--- src/rtl/pipeline_hazard_ctrl_if.sv ---
// ----------------------------------------------------------------------------
// pipeline_hazard_ctrl_if
// Bundles the hazard controller's pipeline-side signals.
//   master : pipeline side, drives hazard sources and observes controls
//   slave  : hazard controller, observes sources and drives controls
// Sources : id_rs1/id_rs2 (+_used), exe_is_load, exe_rd, exe_branch_taken,
//           mem_op, mem_ack
// Controls: pc_en, en_* pipeline-register enables, flush_* bubble loads,
//           mem_err (sticky watchdog flag), stall_cnt (stall performance count)
// ----------------------------------------------------------------------------
interface pipeline_hazard_ctrl_if #(
    parameter int unsigned REG_ADDR_W = 4,
    parameter int unsigned CNT_W      = 16
);
    logic [REG_ADDR_W-1:0] id_rs1;
    logic [REG_ADDR_W-1:0] id_rs2;
    logic                  id_rs1_used;
    logic                  id_rs2_used;
    logic                  exe_is_load;
    logic [REG_ADDR_W-1:0] exe_rd;
    logic                  exe_branch_taken;
    logic                  mem_op;
    logic                  mem_ack;

    logic                  pc_en;
    logic                  en_if_id;
    logic                  en_id_exe;
    logic                  en_exe_mem;
    logic                  en_mem_wb;
    logic                  flush_if_id;
    logic                  flush_id_exe;
    logic                  flush_mem_wb;
    logic                  mem_err;
    logic [CNT_W-1:0]      stall_cnt;

    modport master (
        output id_rs1, id_rs2, id_rs1_used, id_rs2_used, exe_is_load, exe_rd,
               exe_branch_taken, mem_op, mem_ack,
        input  pc_en, en_if_id, en_id_exe, en_exe_mem, en_mem_wb, flush_if_id,
               flush_id_exe, flush_mem_wb, mem_err, stall_cnt
    );

    modport slave (
        input  id_rs1, id_rs2, id_rs1_used, id_rs2_used, exe_is_load, exe_rd,
               exe_branch_taken, mem_op, mem_ack,
        output pc_en, en_if_id, en_id_exe, en_exe_mem, en_mem_wb, flush_if_id,
               flush_id_exe, flush_mem_wb, mem_err, stall_cnt
    );
endinterface

--- src/rtl/pipeline_hazard_ctrl.sv ---
// ----------------------------------------------------------------------------
// pipeline_hazard_ctrl
// Stall/flush sequencer for the 5-stage pipeline. Resolves multi-cycle MEM
// accesses (highest priority), taken branches, then load-use hazards. Includes
// a MEM-wait watchdog and a saturating stall-cycle counter.
// Ports:
//   clk   : pipeline clock, rising edge
//   rst   : synchronous active-high reset
//   io_hz : pipeline_hazard_ctrl_if.slave (sources in, enables/flushes out)
// REG_ADDR_W and CNT_W must match the connected interface instance.
// ----------------------------------------------------------------------------
module pipeline_hazard_ctrl #(
    parameter int unsigned REG_ADDR_W  = 4,
    parameter int unsigned MEM_TIMEOUT = 64,
    parameter int unsigned CNT_W       = 16
) (
    input  logic                 clk,
    input  logic                 rst,
    pipeline_hazard_ctrl_if.slave io_hz
);

    localparam int unsigned   WdW   = $clog2(MEM_TIMEOUT + 1);
    localparam logic [WdW-1:0] WdMax = WdW'(MEM_TIMEOUT);

    typedef enum logic [0:0] {StRun, StMemWait} state_t;

    state_t           r_state;
    state_t           w_state_next;
    logic [WdW-1:0]   r_wd;
    logic [WdW-1:0]   w_wd_next;
    logic             r_mem_err;
    logic             w_err_set;
    logic [CNT_W-1:0] r_stall_cnt;

    logic w_hazard;
    logic w_freeze;
    logic w_pc_en;
    logic w_en_if_id;
    logic w_en_id_exe;
    logic w_en_exe_mem;
    logic w_en_mem_wb;
    logic w_flush_if_id;
    logic w_flush_id_exe;
    logic w_flush_mem_wb;

    // Register 0 is compared like any other register.
    assign w_hazard = io_hz.exe_is_load &
                      ((io_hz.id_rs1_used & (io_hz.id_rs1 == io_hz.exe_rd)) |
                       (io_hz.id_rs2_used & (io_hz.id_rs2 == io_hz.exe_rd)));

    // In MEM_WAIT mem_op is not re-sampled: only the ack releases the freeze.
    assign w_freeze = (r_state == StRun) ? (io_hz.mem_op & ~io_hz.mem_ack)
                                         : ~io_hz.mem_ack;

    always_comb begin
        w_pc_en        = 1'b1;
        w_en_if_id     = 1'b1;
        w_en_id_exe    = 1'b1;
        w_en_exe_mem   = 1'b1;
        w_en_mem_wb    = 1'b1;
        w_flush_if_id  = 1'b0;
        w_flush_id_exe = 1'b0;
        w_flush_mem_wb = 1'b0;
        w_state_next   = r_state;
        w_wd_next      = r_wd;
        w_err_set      = 1'b0;

        if (rst) begin
            w_pc_en        = 1'b0;
            w_en_if_id     = 1'b0;
            w_en_id_exe    = 1'b0;
            w_en_exe_mem   = 1'b0;
            w_en_mem_wb    = 1'b0;
            w_flush_if_id  = 1'b1;
            w_flush_id_exe = 1'b1;
            w_flush_mem_wb = 1'b1;
        end else if (w_freeze) begin
            w_pc_en        = 1'b0;
            w_en_if_id     = 1'b0;
            w_en_id_exe    = 1'b0;
            w_en_exe_mem   = 1'b0;
            w_en_mem_wb    = 1'b0;
            w_flush_mem_wb = 1'b1;
            if (r_state == StRun) begin
                w_state_next = StMemWait;
                w_wd_next    = WdW'(1);
            end else if (r_wd == WdMax) begin
                // Watchdog abort: freeze holds this cycle, RUN resumes next.
                w_state_next = StRun;
                w_wd_next    = '0;
                w_err_set    = 1'b1;
            end else begin
                w_wd_next = r_wd + 1'b1;
            end
        end else begin
            // Ack cycle in MEM_WAIT behaves as RUN for branch/hazard handling.
            if (r_state == StMemWait) begin
                w_state_next = StRun;
                w_wd_next    = '0;
            end
            if (io_hz.exe_branch_taken) begin
                // ID instruction is squashed, so any load-use match is moot.
                w_flush_if_id  = 1'b1;
                w_flush_id_exe = 1'b1;
            end else if (w_hazard) begin
                w_pc_en        = 1'b0;
                w_en_if_id     = 1'b0;
                w_flush_id_exe = 1'b1;
            end
        end
    end

    always_ff @(posedge clk) begin
        if (rst) begin
            r_state     <= StRun;
            r_wd        <= '0;
            r_mem_err   <= 1'b0;
            r_stall_cnt <= '0;
        end else begin
            r_state <= w_state_next;
            r_wd    <= w_wd_next;
            if (w_err_set) begin
                r_mem_err <= 1'b1;
            end
            if (!w_pc_en && (r_stall_cnt != '1)) begin
                r_stall_cnt <= r_stall_cnt + 1'b1;
            end
        end
    end

    assign io_hz.pc_en        = w_pc_en;
    assign io_hz.en_if_id     = w_en_if_id;
    assign io_hz.en_id_exe    = w_en_id_exe;
    assign io_hz.en_exe_mem   = w_en_exe_mem;
    assign io_hz.en_mem_wb    = w_en_mem_wb;
    assign io_hz.flush_if_id  = w_flush_if_id;
    assign io_hz.flush_id_exe = w_flush_id_exe;
    assign io_hz.flush_mem_wb = w_flush_mem_wb;
    assign io_hz.mem_err      = r_mem_err;
    assign io_hz.stall_cnt    = r_stall_cnt;

endmodule

--- src/flat_wrapper.sv ---
// flat-port wrapper written by rule: the top's interface ports become plain ports
module pipeline_hazard_ctrl_flat 
#(
    parameter int unsigned REG_ADDR_W  = 4,
    parameter int unsigned MEM_TIMEOUT = 64,
    parameter int unsigned CNT_W       = 16
)
  (clk, rst, io_hz_id_rs1, io_hz_id_rs2, io_hz_id_rs1_used, io_hz_id_rs2_used, io_hz_exe_is_load, io_hz_exe_rd, io_hz_exe_branch_taken, io_hz_mem_op, io_hz_mem_ack, io_hz_pc_en, io_hz_en_if_id, io_hz_en_id_exe, io_hz_en_exe_mem, io_hz_en_mem_wb, io_hz_flush_if_id, io_hz_flush_id_exe, io_hz_flush_mem_wb, io_hz_mem_err, io_hz_stall_cnt);
  pipeline_hazard_ctrl_if #(.REG_ADDR_W(REG_ADDR_W), .CNT_W(CNT_W)) io_hz_i ();
  input  logic clk;
  input  logic rst;
  input wire logic [$bits(io_hz_i.id_rs1)-1:0] io_hz_id_rs1;
  input wire logic [$bits(io_hz_i.id_rs2)-1:0] io_hz_id_rs2;
  input wire logic [$bits(io_hz_i.id_rs1_used)-1:0] io_hz_id_rs1_used;
  input wire logic [$bits(io_hz_i.id_rs2_used)-1:0] io_hz_id_rs2_used;
  input wire logic [$bits(io_hz_i.exe_is_load)-1:0] io_hz_exe_is_load;
  input wire logic [$bits(io_hz_i.exe_rd)-1:0] io_hz_exe_rd;
  input wire logic [$bits(io_hz_i.exe_branch_taken)-1:0] io_hz_exe_branch_taken;
  input wire logic [$bits(io_hz_i.mem_op)-1:0] io_hz_mem_op;
  input wire logic [$bits(io_hz_i.mem_ack)-1:0] io_hz_mem_ack;
  output wire logic [$bits(io_hz_i.pc_en)-1:0] io_hz_pc_en;
  output wire logic [$bits(io_hz_i.en_if_id)-1:0] io_hz_en_if_id;
  output wire logic [$bits(io_hz_i.en_id_exe)-1:0] io_hz_en_id_exe;
  output wire logic [$bits(io_hz_i.en_exe_mem)-1:0] io_hz_en_exe_mem;
  output wire logic [$bits(io_hz_i.en_mem_wb)-1:0] io_hz_en_mem_wb;
  output wire logic [$bits(io_hz_i.flush_if_id)-1:0] io_hz_flush_if_id;
  output wire logic [$bits(io_hz_i.flush_id_exe)-1:0] io_hz_flush_id_exe;
  output wire logic [$bits(io_hz_i.flush_mem_wb)-1:0] io_hz_flush_mem_wb;
  output wire logic [$bits(io_hz_i.mem_err)-1:0] io_hz_mem_err;
  output wire logic [$bits(io_hz_i.stall_cnt)-1:0] io_hz_stall_cnt;
  assign io_hz_i.id_rs1 = io_hz_id_rs1;
  assign io_hz_i.id_rs2 = io_hz_id_rs2;
  assign io_hz_i.id_rs1_used = io_hz_id_rs1_used;
  assign io_hz_i.id_rs2_used = io_hz_id_rs2_used;
  assign io_hz_i.exe_is_load = io_hz_exe_is_load;
  assign io_hz_i.exe_rd = io_hz_exe_rd;
  assign io_hz_i.exe_branch_taken = io_hz_exe_branch_taken;
  assign io_hz_i.mem_op = io_hz_mem_op;
  assign io_hz_i.mem_ack = io_hz_mem_ack;
  assign io_hz_pc_en = io_hz_i.pc_en;
  assign io_hz_en_if_id = io_hz_i.en_if_id;
  assign io_hz_en_id_exe = io_hz_i.en_id_exe;
  assign io_hz_en_exe_mem = io_hz_i.en_exe_mem;
  assign io_hz_en_mem_wb = io_hz_i.en_mem_wb;
  assign io_hz_flush_if_id = io_hz_i.flush_if_id;
  assign io_hz_flush_id_exe = io_hz_i.flush_id_exe;
  assign io_hz_flush_mem_wb = io_hz_i.flush_mem_wb;
  assign io_hz_mem_err = io_hz_i.mem_err;
  assign io_hz_stall_cnt = io_hz_i.stall_cnt;
  pipeline_hazard_ctrl #(.REG_ADDR_W(REG_ADDR_W), .MEM_TIMEOUT(MEM_TIMEOUT), .CNT_W(CNT_W)) u_core (.clk(clk), .rst(rst), .io_hz(io_hz_i));
endmodule
--- config.mk ---
export PLATFORM = sky130hd
export DESIGN_NAME = pipeline_hazard_ctrl_flat
export DESIGN_NICKNAME = d
export VERILOG_FILES = /design/src/rtl/pipeline_hazard_ctrl_if.sv /design/src/rtl/pipeline_hazard_ctrl.sv /design/src/flat_wrapper.sv
export SDC_FILE = /design/constraint.sdc
export NUM_CORES = 1
export LEC_CHECK = 0
export ABC_CLOCK_PERIOD_IN_PS = 4350
export BUFFER_PORTS_ARGS = -buffer_cell sky130_fd_sc_hd__buf_2
export CORE_MARGIN = 3
export CORE_UTILIZATION = 45
export DETAILED_ROUTE_END_ITERATION = 7
export GPL_TIMING_DRIVEN = 0
export PLACE_DENSITY = 0.67
export REMOVE_ABC_BUFFERS = 1
export SYNTH_ARGS = -nofsm -noshare
export SYNTH_HDL_FRONTEND = slang
export SYNTH_SLANG_ARGS = --single-unit
--- constraint.sdc ---
create_clock -name clk -period 4.35 [get_ports clk]
set_clock_uncertainty 0.15 [all_clocks]
set_input_delay 0 -clock clk [delete_from_list [all_inputs] [get_ports clk]]
set_output_delay 0 -clock clk [all_outputs]
set_load 0.01 [all_outputs]
# Word-level counts from Yosys, hierarchy flattened
# Cells that the tools add are included.
dict set report word_totals {
  wordCells 47
  out_inout_bits 25
  inputBits 20
  register_bits 25
}
dict set report classes {
  reduce_logical 4
  n_bitwise 7
  eq_ne 4
  muxes 26
  addsub 2
}
# op count
set ops {}
lappend ops {{$mux W7} 4}
lappend ops {{$mux W1} 22}
lappend ops {{$add A16 B1 Y16 const B} 1}
lappend ops {{$ne A16 B16 Y1 const B} 1}
lappend ops {{$eq A4 B4 Y1} 2}
lappend ops {{$add A7 B1 Y7 const B} 1}
lappend ops {{$eq A7 B7 Y1 const B} 1}
lappend ops {{$and A1 B1 Y1} 4}
lappend ops {{$not A1 Y1} 2}
lappend ops {{$reduce_bool A2 Y1} 1}
lappend ops {{$reduce_or A2 Y1} 1}
lappend ops {{$logic_and A1 B1 Y1} 1}
lappend ops {{$logic_not A1 Y1} 1}
lappend ops {{$or A1 B1 Y1} 1}

# Depth between registers and ports, before layout
dict set report depth {
  depth_word 10
  ltp_mapped 9
}

# Worst setup path after synthesis
# OpenSTA, ideal clock, no wires.
dict set report synth_timing {
  path_kind {register to register}
  start {reg u_core.r_stall_cnt[0] (netlist: u_core.io_hz.stall_cnt[0])}
  end {reg u_core.r_stall_cnt[1] (netlist: u_core.io_hz.stall_cnt[1])}
  path_stages_with_launch 10
  slack_ps 2343
  setup_time_ps 128
  t_arrival_ps 1730
  t_required_ps 4072
  synth_period_minus_slack_ps 2007
  cell_sequence {dfxtp_1 -> ha_1 -> and3_1 -> and3_1 -> nand4_1 -> o21ai_2 -> buf_6 -> buf_6 -> mux2i_1 -> nor2_1}
}
dict set report synth_between {
  elab_chain_len 2
}
# element line
set synth_rtl {}
lappend synth_rtl {{from (decl)} pipeline_hazard_ctrl.sv:33} ;# logic [CNT_W-1:0] r_stall_cnt;
lappend synth_rtl {{from (signal assigned)} pipeline_hazard_ctrl.sv:126} ;# r_stall_cnt <= r_stall_cnt + 1'b1;
lappend synth_rtl {{branches (longest 2 deep; another with $add A16 B1 Y16)} -}
# Several ways; the timed one is not identified.
# A chain may end at the register's enable or synchronous reset.

# Final worst setup path
dict set report layout_timing {
  start {in rst}
  end {reg u_core.r_stall_cnt[11] (netlist: u_core.io_hz.stall_cnt[11])}
}
dict set report layout_between {
  elab_chain_len 3
}
# element line
set layout_rtl {}
lappend layout_rtl {{from (decl)} flat_wrapper.sv:11} ;# input logic rst;
lappend layout_rtl {{$mux W1} pipeline_hazard_ctrl.sv:68} ;# if (rst) begin
lappend layout_rtl {{$logic_not A1 Y1} pipeline_hazard_ctrl.sv:125} ;# if (!w_pc_en && (r_stall_cnt != '1)) begin
lappend layout_rtl {{$logic_and A1 B1 Y1} pipeline_hazard_ctrl.sv:125}
# Parallel ways exist; a longest one is shown, timed or not.

==> results by group <==
Global route
  – Gr usage total: between 10% and 20%
  – Largest net degree at the start of global routing: 30
  – Initial antenna violation count: 0
  – Grt ovf: 0
  – Vias in the first global route: approximately 1300
  – First-pass GRT wire length: approximately 5700 um

Floorplan
  – Initial Utilization: 47.8%
  – DIE WIDTH: around 63 um
  – IO Pins: 45
  – Core area: approximately 3100 sq um
  – Die footprint: 4020 sq um
  – Core Rows: 20
  – Die height: 63.4 um

Power
  – Lkg Pwr: ~0.7 nW
  – Max IR drop VDD: 0.0981 mV
  – PwrDens: approximately 240 nW/um^2
  – Pwr Total: approximately 0.42 mW

Critical path
  – Crit path arrival time: about 2500 ps
  – Startpoint types: input pin
  – CP max-delay cell: o21ai_2
  – Nature of the critical path endpoint: register
  – Worst reg-to-reg setup slack: 1920 ps
  – WP data required: about 4400 ps
  – Crit path cell chain: dlygate4sd3_1, buf_2, and2b_2, o31ai_4, o21ai_2, nor4_1, mux2_2
  – Type of the worst setup path: input pin to register
  – Critical path's top delay family: compound AO/OA/AOI/OAI gates
  – Slowest stage delay, CP: approximately 800 ps
  – Crit Path Max Fanout: 29
  – Worst path buffer plus inverter count: 2

Timing
  – Setup_tns: 0 ps
  – Tmin final: 2450 ps
  – Setup violations, final: 0
  – Achievable frequency: ~0.4 GHz
  – Final Hold Vio Count: 0
  – Worst Setup Slack, final: between 1500 and 2000 ps
  – RSZ-0062 raised after global routing: false
  – Fin crit share: about 56%
  – Worst-margin pin slew: about 1000 ps
  – Slew margin rel.: a little under a third
  – Max-slew violation count: 0

Cells and area
  – Share of layout cells above drive strength 1: around 29%
  – Number of diodes: 0
  – Fin area: about 1800 sq um
  – Nets@finish: 240
  – Finished Core Util: a little under three fifths
  – Most frequent cells in the layout: buf_2 (44), dfxtp_1 (25), nor2_1 (20), a21oi_1 (15), nand3_1 (10)
  – Most common cell after layout, fill and taps aside: buf_2
  – Layout Area Growth over Synthesis: 18.5%

Logic synthesis
  – Count of different cell masters after synthesis: between 40 and 50
  – Yosys warns: 0
  – Seq/Total Area, Yosys: around 34%
  – Post-Syn Area: about 1500 sq um
  – Mapped Avg Cell Area: 8.57 sq um
  – Post-Synthesis Cells: roughly 170
  – FF+latch count, synth: 25

Route
  – Iter 0 DRT Violations: 68
  – Routed WL per cell: approximately 13 um
  – Via count: 1398
  – Final wirelength: ~3300 um
  – DR DRC count: 0
  – Via density: 5.38
  – Routed Antenna Nets: 0
  – DR pass1 iterations: 4

Placement
  – Pre-CTS setup slack: 1960 ps
  – DP Area: 1690 sq um
  – Hpwl dp: between 2000 and 2500 um
  – RePlAce Congestion: ~0.8
  – Buffers added on ports: between 40 and 50

Run
  – Maximum Capacitance Violations: 0

CTS
  – TritonCTS clock tree: yes
  – Skew-Pair Late Insertion Delay: 320 ps
  – Clk buf depth: 2
  – H-tree level count: 1
  – Clock slew at reported path FFs: 130 ps
  – CTS Buf Count: 3
  – Clk root buf: clkbuf_4
  – CTS sink cnt: 25

Worst hold path
  – Hold Path Class: input pin to output port

Run status
  – Outcome: complete, no violations
registers in the layout (all words and copies together) (netlist names):
name / count
u_core.io_hz.mem_err: 1
u_core.io_hz.stall_cnt: 16
u_core.r_state: 1
u_core.r_wd: 7
synth_stat cells:
| master | n | area (sq um) |
|---|---|---|
| nand4_2 | 1 | 12.5 |
| mux2_2 | 1 | 11.3 |
| buf_6 | 3 | 33.8 |
| nand3_2 | 1 | 10.0 |
| nand2_1 | 8 | 30.0 |
| and3_1 | 4 | 25.0 |
| nor4_1 | 2 | 12.5 |
| nor3b_1 | 3 | 22.5 |
| mux2_4 | 1 | 15.0 |
| inv_1 | 9 | 33.8 |
| nand3_1 | 10 | 50.1 |
| o22ai_1 | 1 | 6.26 |
| a31o_2 | 1 | 8.76 |
| nand4_1 | 1 | 6.26 |
| mux2i_1 | 1 | 10.0 |
| or4_1 | 5 | 37.5 |
| xor2_1 | 1 | 8.76 |
| o31ai_1 | 5 | 37.5 |
| and2b_2 | 1 | 8.76 |
| ha_1 | 3 | 37.5 |
| o31ai_4 | 1 | 21.3 |
| o31a_1 | 1 | 8.76 |
| a21o_1 | 1 | 7.51 |
| nand2b_1 | 5 | 31.3 |
| xnor2_1 | 5 | 43.8 |
| xnor2_2 | 3 | 48.8 |
| or4b_1 | 1 | 10.0 |
| o21ai_1 | 9 | 45.0 |
| nor3_1 | 1 | 5.00 |
| nor3_2 | 3 | 30.0 |
| dfxtp_1 | 25 | 500 |
| clkbuf_1 | 3 | 11.3 |
| o21bai_4 | 1 | 18.8 |
| nor2_1 | 20 | 75.1 |
| a21oi_1 | 15 | 75.1 |
| a311oi_1 | 2 | 17.5 |
| o21ba_1 | 1 | 10.0 |
| a32oi_1 | 1 | 8.76 |
| or3_1 | 6 | 37.5 |
| a211oi_1 | 2 | 15.0 |
| buf_4 | 3 | 22.5 |
| nor3b_2 | 1 | 12.5 |
| o21ai_2 | 1 | 8.76 |
logic make-up (layout without fill, tap and decap cells):
group / Yosys count / count (layout) / synth area share (%)
AND/OR/NAND/NOR: 73 / 73 / 28.1
buffers and inverters: 18 / 61 / 6.83
flip-flops: 25 / 25 / 33.8
XOR/XNOR: 9 / 9 / 6.84
multiplexers: 3 / 3 / 2.45
AO/OA/AOI/OAI: 42 / 42 / 19.5
adder cells (fa/ha/maj): 3 / 3 / 2.53
metal layers:
layer	wire length (um)	GRT usage [%]	up-vias
met1	1450	21.2	651
met4	49	6.47	0
met5	0	0	-
met3	169	2.14	5
met2	1600	29.6	37
li1	-	-	705
through the flow:
stage               hold WS [ps]  instances
finish                       183        260
global route                 192        260
CTS                          183        260
detailed placement           181        252
global placement             174        252
floorplan                  -80.9        164
cell type report:
class,instances,area (sq um)
inverter,9,33.8
timing repair buffer,48,260
clock buffer,4,26.3
multi-input combinational,130,881
tap,44,55.1
fill,308,1350
sequential,25,500
path summary, 6_finish.rpt:
check | from | endpoint | cells past startpoint
min | io_hz_exe_is_load | io_hz_flush_id_exe | 3
max reg2reg | u_core.io_hz.stall_cnt[0] | u_core.io_hz.stall_cnt[11] | 7
min reg2reg | u_core.io_hz.mem_err | u_core.io_hz.mem_err | 2
max | rst | u_core.io_hz.stall_cnt[11] | 7
power by group:
| group | total, mW | internal (mW) | leakage (nW) | switching (mW) |
|---|---|---|---|---|
| Clock | 0.106 | 0.0359 | 0.0150 | 0.0696 |
| Sequential | 0.238 | 0.233 | 0.202 | 0.00516 |
| Combinational | 0.0736 | 0.0333 | 0.488 | 0.0403 |
what timing repair did:
| action | CTS | global route |
|---|---|---|
| gates resized for setup | 0 | 0 |
| endpoints found under the hold margin | 9 | 0 |
| buffers inserted | 0 | 0 |
| hold buffers | 4 | 0 |
tightest hold or removal path: cells and delay by family:
family	cells	cell delay (ps)
AO/OA/AOI/OAI	1	130
buffers and inverters	2	210
(Power assumes the default switching activity.)
